## config.mk

```make
export PLATFORM = sky130hd
export DESIGN_NAME = if_prefetch_flat
export DESIGN_NICKNAME = d
export VERILOG_FILES = /design/src/rtl/if_prefetch_pkg.sv /design/src/rtl/if_prefetch_if.sv /design/src/rtl/if_prefetch_ins_fifo.sv /design/src/rtl/if_prefetch.sv /design/src/flat_wrapper.sv
export SDC_FILE = /design/constraint.sdc
export NUM_CORES = 1
export LEC_CHECK = 0
export BUFFER_PORTS_ARGS = -buffer_cell sky130_fd_sc_hd__buf_2
export CORE_MARGIN = 8
export CORE_UTILIZATION = 30
export DETAILED_ROUTE_END_ITERATION = 12
export PLACE_DENSITY_LB_ADDON = 0.2
export SLEW_MARGIN = 20
export SYNTH_ARGS = -nofsm -noshare
export SYNTH_HDL_FRONTEND = slang
export SYNTH_SLANG_ARGS = --single-unit
export TNS_END_PERCENT = 100
```

## constraint.sdc

```tcl
create_clock -name clk -period 4.3 [get_ports clk]
set_input_delay 1.075 -clock clk [delete_from_list [all_inputs] [get_ports clk]]
set_output_delay 1.075 -clock clk [all_outputs]
set_load 0.03 [all_outputs]
```

## src/rtl/if_prefetch_pkg.sv

```systemverilog
// Shared definitions for the instruction-fetch prefetch unit.
// Provides default widths, the NOP encoding and the response-handling enum.
package if_prefetch_pkg;

  localparam int DEF_BUS_WIDTH  = 32;
  localparam int DEF_DATA_WIDTH = 32;
  localparam int DEF_FIFO_DEPTH = 4;

  localparam logic [31:0] NOP_INSN = 32'h0000_0013;

  // What happens to a ROM response in the current cycle
  typedef enum logic [1:0] {
    RSP_NONE,
    RSP_ENQUEUE,
    RSP_DROP
  } rsp_action_e;

endpackage

```

## src/rtl/if_prefetch_if.sv

```systemverilog
// Bundle of the branch, ROM request/response and ID-side handshake signals.
// The prefetch unit connects as master, the surrounding pipeline/ROM as slave.
interface if_prefetch_if import if_prefetch_pkg::*; #(
  parameter int BUS_WIDTH  = DEF_BUS_WIDTH,
  parameter int DATA_WIDTH = DEF_DATA_WIDTH
) ();

  logic                  branch;
  logic [BUS_WIDTH-1:0]  branch_addr;
  logic                  rom_req_valid;
  logic                  rom_req_ready;
  logic [BUS_WIDTH-1:0]  rom_address;
  logic                  rom_rsp_valid;
  logic [DATA_WIDTH-1:0] rom_rdata;
  logic                  ins_valid;
  logic                  ins_ready;
  logic [DATA_WIDTH-1:0] instruction_o;
  logic [BUS_WIDTH-1:0]  pc_o;

  modport master (
    input  branch, branch_addr, rom_req_ready, rom_rsp_valid, rom_rdata, ins_ready,
    output rom_req_valid, rom_address, ins_valid, instruction_o, pc_o
  );

  modport slave (
    output branch, branch_addr, rom_req_ready, rom_rsp_valid, rom_rdata, ins_ready,
    input  rom_req_valid, rom_address, ins_valid, instruction_o, pc_o
  );

endinterface

```

## src/rtl/if_prefetch_ins_fifo.sv

```systemverilog
// Synchronous queue of {PC, instruction} pairs feeding the decode stage.
// Flush wins over push and pop in the same cycle.
module ins_fifo import if_prefetch_pkg::*; #(
  parameter int PC_WIDTH   = DEF_BUS_WIDTH,
  parameter int DATA_WIDTH = DEF_DATA_WIDTH,
  parameter int FIFO_DEPTH = DEF_FIFO_DEPTH,
  localparam int PTR_W = $clog2(FIFO_DEPTH),
  localparam int CNT_W = PTR_W + 1
) (
  input  logic                  clk,
  input  logic                  rst_n,
  input  logic                  i_push,
  input  logic                  i_pop,
  input  logic                  i_flush,
  input  logic [PC_WIDTH-1:0]   i_pushPc,
  input  logic [DATA_WIDTH-1:0] i_pushData,
  output logic [PC_WIDTH-1:0]   o_headPc,
  output logic [DATA_WIDTH-1:0] o_headData,
  output logic                  o_full,
  output logic                  o_empty,
  output logic [CNT_W-1:0]      o_count
);

  logic [PC_WIDTH-1:0]   r_pcMem   [FIFO_DEPTH];
  logic [DATA_WIDTH-1:0] r_dataMem [FIFO_DEPTH];
  logic [PTR_W-1:0]      r_rdPtr;
  logic [PTR_W-1:0]      r_wrPtr;
  logic [CNT_W-1:0]      r_count;
  logic                  w_doPush;
  logic                  w_doPop;

  assign o_full     = (r_count == CNT_W'(FIFO_DEPTH));
  assign o_empty    = (r_count == '0);
  assign o_count    = r_count;
  assign o_headPc   = r_pcMem[r_rdPtr];
  assign o_headData = r_dataMem[r_rdPtr];

  // A full queue still accepts a push when the head leaves in the same cycle
  assign w_doPop  = i_pop && !o_empty;
  assign w_doPush = i_push && (!o_full || w_doPop);

  always_ff @(posedge clk) begin
    if (w_doPush && !i_flush) begin
      r_pcMem[r_wrPtr]   <= i_pushPc;
      r_dataMem[r_wrPtr] <= i_pushData;
    end
  end

  always_ff @(posedge clk or negedge rst_n) begin
    if (!rst_n) begin
      r_rdPtr <= '0;
      r_wrPtr <= '0;
      r_count <= '0;
    end else if (i_flush) begin
      r_rdPtr <= '0;
      r_wrPtr <= '0;
      r_count <= '0;
    end else begin
      if (w_doPush) r_wrPtr <= r_wrPtr + 1'b1;
      if (w_doPop)  r_rdPtr <= r_rdPtr + 1'b1;
      r_count <= r_count + CNT_W'(w_doPush) - CNT_W'(w_doPop);
    end
  end

endmodule

```

## src/rtl/if_prefetch.sv

```systemverilog
// Instruction prefetch unit: issues sequential ROM fetches, tracks in-flight PCs,
// discards responses made stale by a branch and queues instructions for ID.
module if_prefetch import if_prefetch_pkg::*; #(
  parameter int                  BUS_WIDTH  = DEF_BUS_WIDTH,
  parameter int                  DATA_WIDTH = DEF_DATA_WIDTH,
  parameter int                  FIFO_DEPTH = DEF_FIFO_DEPTH,
  parameter logic [BUS_WIDTH-1:0] RESET_PC  = '0
) (
  input  logic          clk,
  input  logic          rst_n,
  if_prefetch_if.master bus
);

  localparam int PTR_W = $clog2(FIFO_DEPTH);
  localparam int CNT_W = PTR_W + 1;
  // Wide enough to absorb many back-to-back redirects before the ROM drains
  localparam int DISC_W = CNT_W + 8;
  localparam logic [BUS_WIDTH-1:0] ALIGN_MASK = ~BUS_WIDTH'(3);

  logic [BUS_WIDTH-1:0] r_fetchPc;
  logic [CNT_W-1:0]     r_inFlight;
  logic [BUS_WIDTH-1:0] r_pcq [FIFO_DEPTH];
  logic [PTR_W-1:0]     r_pcqWr;
  logic [PTR_W-1:0]     r_pcqRd;
  logic [DISC_W-1:0]    r_discardCnt;

  logic [CNT_W-1:0]      w_fifoCount;
  logic                  w_fifoFull;
  logic                  w_fifoEmpty;
  logic [BUS_WIDTH-1:0]  w_headPc;
  logic [DATA_WIDTH-1:0] w_headData;
  logic [CNT_W:0]        w_occSum;
  logic                  w_reqValid;
  logic                  w_reqAccept;
  logic                  w_pop;
  logic [BUS_WIDTH-1:0]  w_branchTarget;
  rsp_action_e           w_rspAction;

  assign w_occSum       = {1'b0, w_fifoCount} + {1'b0, r_inFlight};
  assign w_reqValid     = rst_n && !bus.branch && (w_occSum < (CNT_W + 1)'(FIFO_DEPTH));
  assign w_reqAccept    = w_reqValid && bus.rom_req_ready;
  assign w_pop          = bus.ins_valid && bus.ins_ready && !bus.branch;
  assign w_branchTarget = bus.branch_addr & ALIGN_MASK;

  assign bus.rom_req_valid = w_reqValid;
  assign bus.rom_address   = r_fetchPc;
  assign bus.ins_valid     = !w_fifoEmpty;
  assign bus.instruction_o = bus.ins_valid ? w_headData : '0;
  assign bus.pc_o          = bus.ins_valid ? w_headPc : '0;

  // Older stale responses are always ahead of tracked ones, so discards go first
  always_comb begin
    w_rspAction = RSP_NONE;
    if (bus.rom_rsp_valid) begin
      if (r_discardCnt != '0) begin
        w_rspAction = RSP_DROP;
      end else if (r_inFlight != '0) begin
        w_rspAction = bus.branch ? RSP_DROP : RSP_ENQUEUE;
      end
    end
  end

  ins_fifo #(
    .PC_WIDTH   (BUS_WIDTH),
    .DATA_WIDTH (DATA_WIDTH),
    .FIFO_DEPTH (FIFO_DEPTH)
  ) u_insFifo (
    .clk        (clk),
    .rst_n      (rst_n),
    .i_push     (w_rspAction == RSP_ENQUEUE),
    .i_pop      (w_pop),
    .i_flush    (bus.branch),
    .i_pushPc   (r_pcq[r_pcqRd]),
    .i_pushData (bus.rom_rdata),
    .o_headPc   (w_headPc),
    .o_headData (w_headData),
    .o_full     (w_fifoFull),
    .o_empty    (w_fifoEmpty),
    .o_count    (w_fifoCount)
  );

  always_ff @(posedge clk or negedge rst_n) begin
    if (!rst_n) begin
      r_fetchPc <= RESET_PC & ALIGN_MASK;
    end else if (bus.branch) begin
      r_fetchPc <= w_branchTarget;
    end else if (w_reqAccept) begin
      r_fetchPc <= r_fetchPc + BUS_WIDTH'(4);
    end
  end

  always_ff @(posedge clk) begin
    if (w_reqAccept) r_pcq[r_pcqWr] <= r_fetchPc;
  end

  // A branch hands every outstanding request over to the discard counter
  always_ff @(posedge clk or negedge rst_n) begin
    if (!rst_n) begin
      r_inFlight <= '0;
      r_pcqWr    <= '0;
      r_pcqRd    <= '0;
    end else if (bus.branch) begin
      r_inFlight <= '0;
      r_pcqWr    <= '0;
      r_pcqRd    <= '0;
    end else begin
      if (w_reqAccept)                 r_pcqWr <= r_pcqWr + 1'b1;
      if (w_rspAction == RSP_ENQUEUE)  r_pcqRd <= r_pcqRd + 1'b1;
      r_inFlight <= r_inFlight + CNT_W'(w_reqAccept) - CNT_W'(w_rspAction == RSP_ENQUEUE);
    end
  end

  always_ff @(posedge clk or negedge rst_n) begin
    if (!rst_n) begin
      r_discardCnt <= '0;
    end else if (bus.branch) begin
      r_discardCnt <= r_discardCnt + DISC_W'(r_inFlight) - DISC_W'(w_rspAction != RSP_NONE);
    end else if (w_rspAction == RSP_DROP) begin
      r_discardCnt <= r_discardCnt - DISC_W'(1);
    end
  end

endmodule

```

## src/flat_wrapper.sv

```systemverilog
// flat-port wrapper written by rule: the top's interface ports become plain ports
module if_prefetch_flat import if_prefetch_pkg::*;
#(
  parameter int                  BUS_WIDTH  = DEF_BUS_WIDTH,
  parameter int                  DATA_WIDTH = DEF_DATA_WIDTH,
  parameter int                  FIFO_DEPTH = DEF_FIFO_DEPTH,
  parameter logic [BUS_WIDTH-1:0] RESET_PC  = '0
)
  (clk, rst_n, bus_branch, bus_branch_addr, bus_rom_req_ready, bus_rom_rsp_valid, bus_rom_rdata, bus_ins_ready, bus_rom_req_valid, bus_rom_address, bus_ins_valid, bus_instruction_o, bus_pc_o);
  if_prefetch_if #(.BUS_WIDTH(BUS_WIDTH), .DATA_WIDTH(DATA_WIDTH)) bus_i ();
  input  logic clk;
  input  logic rst_n;
  input wire logic [$bits(bus_i.branch)-1:0] bus_branch;
  input wire logic [$bits(bus_i.branch_addr)-1:0] bus_branch_addr;
  input wire logic [$bits(bus_i.rom_req_ready)-1:0] bus_rom_req_ready;
  input wire logic [$bits(bus_i.rom_rsp_valid)-1:0] bus_rom_rsp_valid;
  input wire logic [$bits(bus_i.rom_rdata)-1:0] bus_rom_rdata;
  input wire logic [$bits(bus_i.ins_ready)-1:0] bus_ins_ready;
  output wire logic [$bits(bus_i.rom_req_valid)-1:0] bus_rom_req_valid;
  output wire logic [$bits(bus_i.rom_address)-1:0] bus_rom_address;
  output wire logic [$bits(bus_i.ins_valid)-1:0] bus_ins_valid;
  output wire logic [$bits(bus_i.instruction_o)-1:0] bus_instruction_o;
  output wire logic [$bits(bus_i.pc_o)-1:0] bus_pc_o;
  assign bus_i.branch = bus_branch;
  assign bus_i.branch_addr = bus_branch_addr;
  assign bus_i.rom_req_ready = bus_rom_req_ready;
  assign bus_i.rom_rsp_valid = bus_rom_rsp_valid;
  assign bus_i.rom_rdata = bus_rom_rdata;
  assign bus_i.ins_ready = bus_ins_ready;
  assign bus_rom_req_valid = bus_i.rom_req_valid;
  assign bus_rom_address = bus_i.rom_address;
  assign bus_ins_valid = bus_i.ins_valid;
  assign bus_instruction_o = bus_i.instruction_o;
  assign bus_pc_o = bus_i.pc_o;
  if_prefetch #(.BUS_WIDTH(BUS_WIDTH), .DATA_WIDTH(DATA_WIDTH), .FIFO_DEPTH(FIFO_DEPTH), .RESET_PC(RESET_PC)) u_core (.clk(clk), .rst_n(rst_n), .bus(bus_i));
endmodule
```

# ---- Word level (Yosys, flattened, before mapping)
# Memories as Yosys holds them, arrays and structs flattened.
# Cells that the tools add are included.
dict set report classes {
  add_sub_neg 13
  multipliers 0
  div 0
  order_cmp 1
  n_eq_ne 3
  shifts 0
  muxes 24
  bitwise 0
  n_reduce_logical 21
}
# cell n
set op_table {}
lappend op_table {{32-bit 2-to-1 mux} 4}
lappend op_table {{32-bit by 3-bit adder with 32-bit output, second input constant} 1}
lappend op_table {{2-bit 2-to-1 mux} 12}
lappend op_table {{11-bit 2-to-1 mux} 2}
lappend op_table {{2-bit nonzero test} 6}
lappend op_table {{11-bit by 3-bit adder with 11-bit output} 1}
lappend op_table {{11-bit nonzero test} 1}
lappend op_table {{11-bit by 1-bit subtractor with 11-bit output} 1}
lappend op_table {{11-bit by 1-bit subtractor with 11-bit output, second input constant} 1}
lappend op_table {{2-bit by 1-bit adder with 2-bit output, second input constant} 4}
lappend op_table {{1-bit logical AND} 8}
lappend op_table {{3-bit by 1-bit adder with 3-bit output} 2}
lappend op_table {{3-bit 2-to-1 mux} 2}
lappend op_table {{3-bit by 1-bit subtractor with 3-bit output} 2}
lappend op_table {{3-bit by 3-bit adder with 4-bit output} 1}
lappend op_table {{4-bit by 3-bit < comparator with 1-bit output, second input constant} 1}
lappend op_table {{1-bit 2-to-1 mux} 4}
lappend op_table {{3-bit == test, second input constant} 1}
lappend op_table {{1-bit zero test} 3}
lappend op_table {{3-bit zero test} 1}
lappend op_table {{3-bit nonzero test} 1}
lappend op_table {{2-bit by 1-bit == test with 1-bit output, second input constant} 1}
lappend op_table {{2-bit == test, second input constant} 1}
lappend op_table {{1-bit logical OR} 1}
dict set report word_totals {
  reg_bits 57
  latchBits 0
  ramBits 384
  romBits 0
  in_bits 70
  output_inout_bits 98
  word_cells 73
  mem_count 3
}
# name words width read_ports rd_ports_with_merged_regs write_ports line
set memory_table {}
lappend memory_table {u_core.r_pcq 4 32 1 0 1 if_prefetch.sv:22} ;# logic [BUS_WIDTH-1:0] r_pcq [FIFO_DEPTH];
lappend memory_table {u_core.u_insFifo.r_dataMem 4 32 1 0 1 if_prefetch_ins_fifo.sv:25} ;# logic [DATA_WIDTH-1:0] r_dataMem [FIFO_DEPTH];
lappend memory_table {u_core.u_insFifo.r_pcMem 4 32 1 0 1 if_prefetch_ins_fifo.sv:24} ;# logic [PC_WIDTH-1:0] r_pcMem [FIFO_DEPTH];

# ---- Depth between registers and ports, before layout
dict set report depth {
  word_depth 10
  ltp_mapped 15
  mapped_depth_nobuf 15
}

# ---- Hierarchy
# A second synthesis with hierarchy kept.
dict set report hier_totals {
  hier_cells 1015
  hier_area_um2 18022.3
}
# module n_inst cells_each area_each_um2
set by_module_without_submodules {}
lappend by_module_without_submodules {ins_fifo 1 379 9718.1}
lappend by_module_without_submodules {if_prefetch 1 636 8304.2}

# ---- Least setup slack after synthesis
# OpenSTA, ideal clock, no wires.
dict set report synth_timing {
  path_kind {in2reg}
  startpoint {input port bus_rom_rsp_valid}
  endpoint {memory u_core.u_insFifo.r_dataMem[0][0] (netlist bit), enable pin}
  setup_ns 0.426
  arrival_time_ns 3.277
  setup_slack_ns 0.597
  cell_stages 4
  n_path_buf 0
  path_cell_list {nor2b_1 > nand4_1 > a21oi_1 > and2_1}
}
dict set report synth_via {
  elab_chain_cells 6
}
# element line
set synth_rtl {}
lappend synth_rtl {{from (decl)} flat_wrapper.sv:16} ;# input wire logic [$bits(bus_i.rom_rsp_valid)-1:0] bus_rom_rsp_valid;
lappend synth_rtl {{2-bit 2-to-1 mux} if_prefetch.sv:54} ;# if (bus.rom_rsp_valid) begin
lappend synth_rtl {{2-bit by 1-bit == test with 1-bit output} if_prefetch.sv:70} ;# .i_push (w_rspAction == RSP_ENQUEUE),
lappend synth_rtl {{1-bit logical AND} if_prefetch_ins_fifo.sv:40} ;# assign w_doPush = i_push && (!o_full || w_doPop);
lappend synth_rtl {{1-bit logical AND} if_prefetch_ins_fifo.sv:43} ;# if (w_doPush && !i_flush) begin
lappend synth_rtl {{1-bit 2-to-1 mux} if_prefetch_ins_fifo.sv:43}
lappend synth_rtl {{1-bit 2-to-1 mux (implied by the code)} if_prefetch_ins_fifo.sv:45} ;# r_dataMem[r_wrPtr] <= i_pushData;
lappend synth_rtl {{to (decl)} if_prefetch_ins_fifo.sv:25}
# No other way between the ends.

# ---- Worst setup path after layout
dict set report layout_timing {
  startpoint {register u_core.u_insFifo.r_count[2], in the netlist u_core.u_insFifo.o_count[2]}
  endpoint {output port bus_instruction_o[1]}
}
dict set report layout_via {
  elab_chain_cells 2
}
# element line
set layout_rtl {}
lappend layout_rtl {{from (decl)} if_prefetch_ins_fifo.sv:28} ;# logic [CNT_W-1:0] r_count;
lappend layout_rtl {{from (signal assigned)} if_prefetch_ins_fifo.sv:61} ;# r_count <= r_count + CNT_W'(w_doPush) - CNT_W'(w_doPop);
lappend layout_rtl {{3-bit zero test} if_prefetch_ins_fifo.sv:33} ;# assign o_empty = (r_count == '0);
lappend layout_rtl {{32-bit 2-to-1 mux} if_prefetch.sv:48} ;# assign bus.instruction_o = bus.ins_valid ? w_headData : '0;
lappend layout_rtl {{to (decl)} flat_wrapper.sv:22} ;# output wire logic [$bits(bus_i.instruction_o)-1:0] bus_instruction_o;
# No other way between the ends.

==> results.py <==
metrics = {
    "outcome": {
        "status": "complete, no violations",
    },
    "timing": {
        "hold_viol_final": 0,
        "final_max_slew_viol_count": 0,
        "worst_pin_slew_ns": 0.946,
        "setup_violations": 0,
        "finalCriticalPeriod_ns": 3.72,
        "relSlewSlack": 0.370,
        "tns_ns": 0,
        "clock_skew_ns": 0.0197,
        "fin_crit_sh": 0.866,
        "fmax_ghz": 0.269,
        "rsz0062_at_grt": "no",
    },
    "setup_path": {
        "arrival_ns": 2.65,
        "cpPeakStageDelay_ns": 0.90,
        "crit_fanout": 45,
        "start_kind": "flip-flop",
        "rr_startpoint": "u_core.r_discardCnt[9]",
        "cp_num_buf_inv": 2,
        "required_ns": 3.22,
        "rr_worst_depth": 14,
        "worst-r2r-setup-slack_ns": 0.82,
        "regToRegEndpoint": "u_core.r_discardCnt[10]",
        "cp_slowest_cell": "or3_2",
        "critPathTopFamily": "simple AND/OR/NAND/NOR gates",
        "path_class": "flip-flop to primary output",
        "endpoint_kind": "primary output",
        "path_cells": "or3_2 > buf_4 > and2_1 > buf_2",
    },
    "floorplan": {
        "row_count": 89,
        "ios": 168,
        "initial_utilization": 0.301,
        "dieArea_um2": 66800,
        "die_h_um": 258,
        "core_area_um2": 58600,
        "die_w_um": 258,
    },
    "yosys": {
        "synthTopCellsByArea": "edfxtp_1, mux4_2, dfrtp_1, ha_1, and2_1",
        "yosys.area.top_type_share": 0.627,
        "ys.flop_type": "edfxtp_1",
        "yosys.area.top_type": "edfxtp_1",
        "synthesis.instances": 1009,
        "async_flop_share": 0.130,
        "netlist_area_um2": 17600,
        "syn_area_per_cell_um2": 17.5,
        "synthDistinctLibCells": 56,
        "ys.warnings.count": 0,
        "ys_seq_elements": 423,
        "ys_seq_area_frac": 0.705,
        "synth-edff-count": 368,
    },
    "cells_and_area": {
        "layout-drive-gt1-share": 0.298,
        "finalInstanceArea_um2": 21100,
        "final-seq-area_um2": 12400,
        "syn2layout_area_growth_pct": 19.9,
        "layout_common_cells": "edfxtp_1, buf_2, mux4_2",
        "multi_input_area_um2": 4830,
        "num-nets-final": 1323,
        "final_cells": 2020,
        "diodes": 0,
        "fillCellCount": 5659,
        "fin_util": 0.361,
        "mostFrequentLayoutCell": "edfxtp_1",
    },
    "power_and_ir_drop": {
        "p_int_uw": 7600,
        "netSwitchingFraction": 0.258,
        "p_switching_uw": 2640,
        "peakVddDrop_uv": 433,
        "pwr-share-comb": 0.142,
        "clkPwrFrac": 0.396,
        "powerDensity_nw_per_um2": 485,
        "p_leak_uw": 0.00749,
        "p_seq_frac": 0.462,
    },
    "hold_path": {
        "hold_end": "u_core.r_discardCnt[10]",
        "holdPathStages": 1,
        "hp-class": "flip-flop to flip-flop",
        "hp-start": "u_core.r_discardCnt[10]",
    },
    "placement": {
        "place_area_um2": 19600,
        "dp_cells": 1934,
        "port_buffers": 161,
        "gp_congestion": 0.783,
        "dp_hpwl_mm": 28.1,
    },
    "routing": {
        "via_per_inst": 4.64,
        "drt_iter0_markers": 488,
        "finalWirelength_mm": 42.6,
        "avgRoutedWirePerCell_um": 21.1,
        "drt_first_pass_iters": 4,
        "drc_errors": 0,
        "ant_nets": 0,
        "via_count": 9372,
    },
    "clock_network": {
        "cts_buffers": 49,
        "cts_resized": 0,
        "clk_path_buf_depth": 3,
        "hold_buffers": 0,
        "htree_levels": 2,
        "clock_latency_ns": 0.58,
        "clk_pin_slew_ns": 0.06,
        "cts_tree": "done",
        "post-cts-setup-buffer-count": 0,
        "numClockSinks": 423,
        "cts-root-buf": "clkbuf_16",
    },
    "grt": {
        "track_usage": 0.127,
        "antenna_found_initial": 0,
        "grt_overflow_total": 0,
        "grt_max_degree": 56,
        "grt_pass1_wl_mm": 64.9,
        "first_global_vias": 10100,
    },
    "flow_run": {
        "cap_viol_max_count": 0,
    },
}
-- power groups by stage --
stage	Combinational (uW)	Clock [uW]	Sequential, uW
floorplan	1030	0	4820
global placement	1460	0	4810
detailed placement	1470	0	4820
CTS	1480	4200	4730
global route	1650	4340	4750
finish	1450	4060	4730
-- per-stage QoR --
step	hold WS (ns)	power [uW]	worst slack [ns]
after detailed placement	0.450	6290	0.432
after global routing	0.498	10700	0.372
after floorplan	0.435	5850	0.597
after global placement	0.455	6270	0.463
after CTS	0.462	10400	0.437
final	0.460	10200	0.576
-- synth_stat cells, types with 2 or more instances --
master,n
fa_1,3
xnor2_1,24
buf_1,2
nand2_1,62
a31oi_1,6
dfrtp_1,55
nand4_1,11
nand2b_1,2
nor2_1,26
and4_1,2
nor3_1,10
buf_2,10
clkbuf_1,25
buf_6,4
and2_1,71
and3_1,6
a21o_1,2
a22oi_1,2
buf_4,5
o21ai_0,36
nand3_1,16
o21bai_1,3
mux4_2,92
a21oi_1,13
mux2i_1,5
edfxtp_1,368
nand3b_1,2
nor2b_1,9
inv_1,42
ha_1,38
o31ai_1,3
o311ai_0,9
xor2_1,11
or3_1,4
a221o_1,6
o211ai_1,4
-- cell type report --
type,instances,share of cell area
Inverter,43,0.00764
Clock buffer,61,0.0626
Tap cell,773,0.0458
Sequential cell,423,0.588
Timing Repair Buffer,195,0.0549
Multi-Input combinational cell,500,0.228
Clock inverter,25,0.0123
-- registers in the layout, indices dropped and copies added (netlist names), 3 cells and up --
signal,flops
u_core.u_insFifo.r_dataMem,128
u_core.r_pcq,120
u_core.u_insFifo.r_pcMem,120
u_core.bus.rom_address,30
u_core.r_discardCnt,11
u_core.r_inFlight,3
u_core.u_insFifo.o_count,3
-- how the worst max path moves through the flow --
stage | start | endpoint | slack (ns) | depth (start not counted)
CTS | u_core.u_insFifo.o_count[2] | bus_instruction_o[1] | 0.44 | 4
global placement | bus_rom_rsp_valid | u_core.r_discardCnt[10] | 0.46 | 13
global route | u_core.u_insFifo.o_count[2] | bus_instruction_o[3] | 0.37 | 4
floorplan | bus_rom_rsp_valid | u_core.u_insFifo.r_dataMem[0][0] | 0.60 | 4
finish | u_core.u_insFifo.o_count[2] | bus_instruction_o[1] | 0.58 | 4
detailed placement | bus_rom_rsp_valid | u_core.r_discardCnt[10] | 0.43 | 13
-- cell families (layout without fill, tap and decap cells) --
family                     Yosys count  count (layout)  share of synthesized area
DFF                                423             423                      0.705
and+or+nand+nor                    229             229                     0.0694
muxes                               98              98                      0.121
AOI/OAI and AO/OA                   93              93                     0.0342
buffers and inverters               89             324                     0.0224
adders and majority gates           41              41                     0.0304
xor gates and xnor gates            35              35                     0.0174
other                                1               4                   0.000213
-- routing by layer --
layer | GRT usage | vias to the layer above | wire, um
met1 | 0.166 | 4785 | 19000
met3 | 0.0336 | 49 | 2560
met2 | 0.210 | 216 | 20400
li1 | - | 4322 | -
met5 | 0 | - | 0
met4 | 0.0303 | 0 | 666
(Power assumes the default switching activity.)
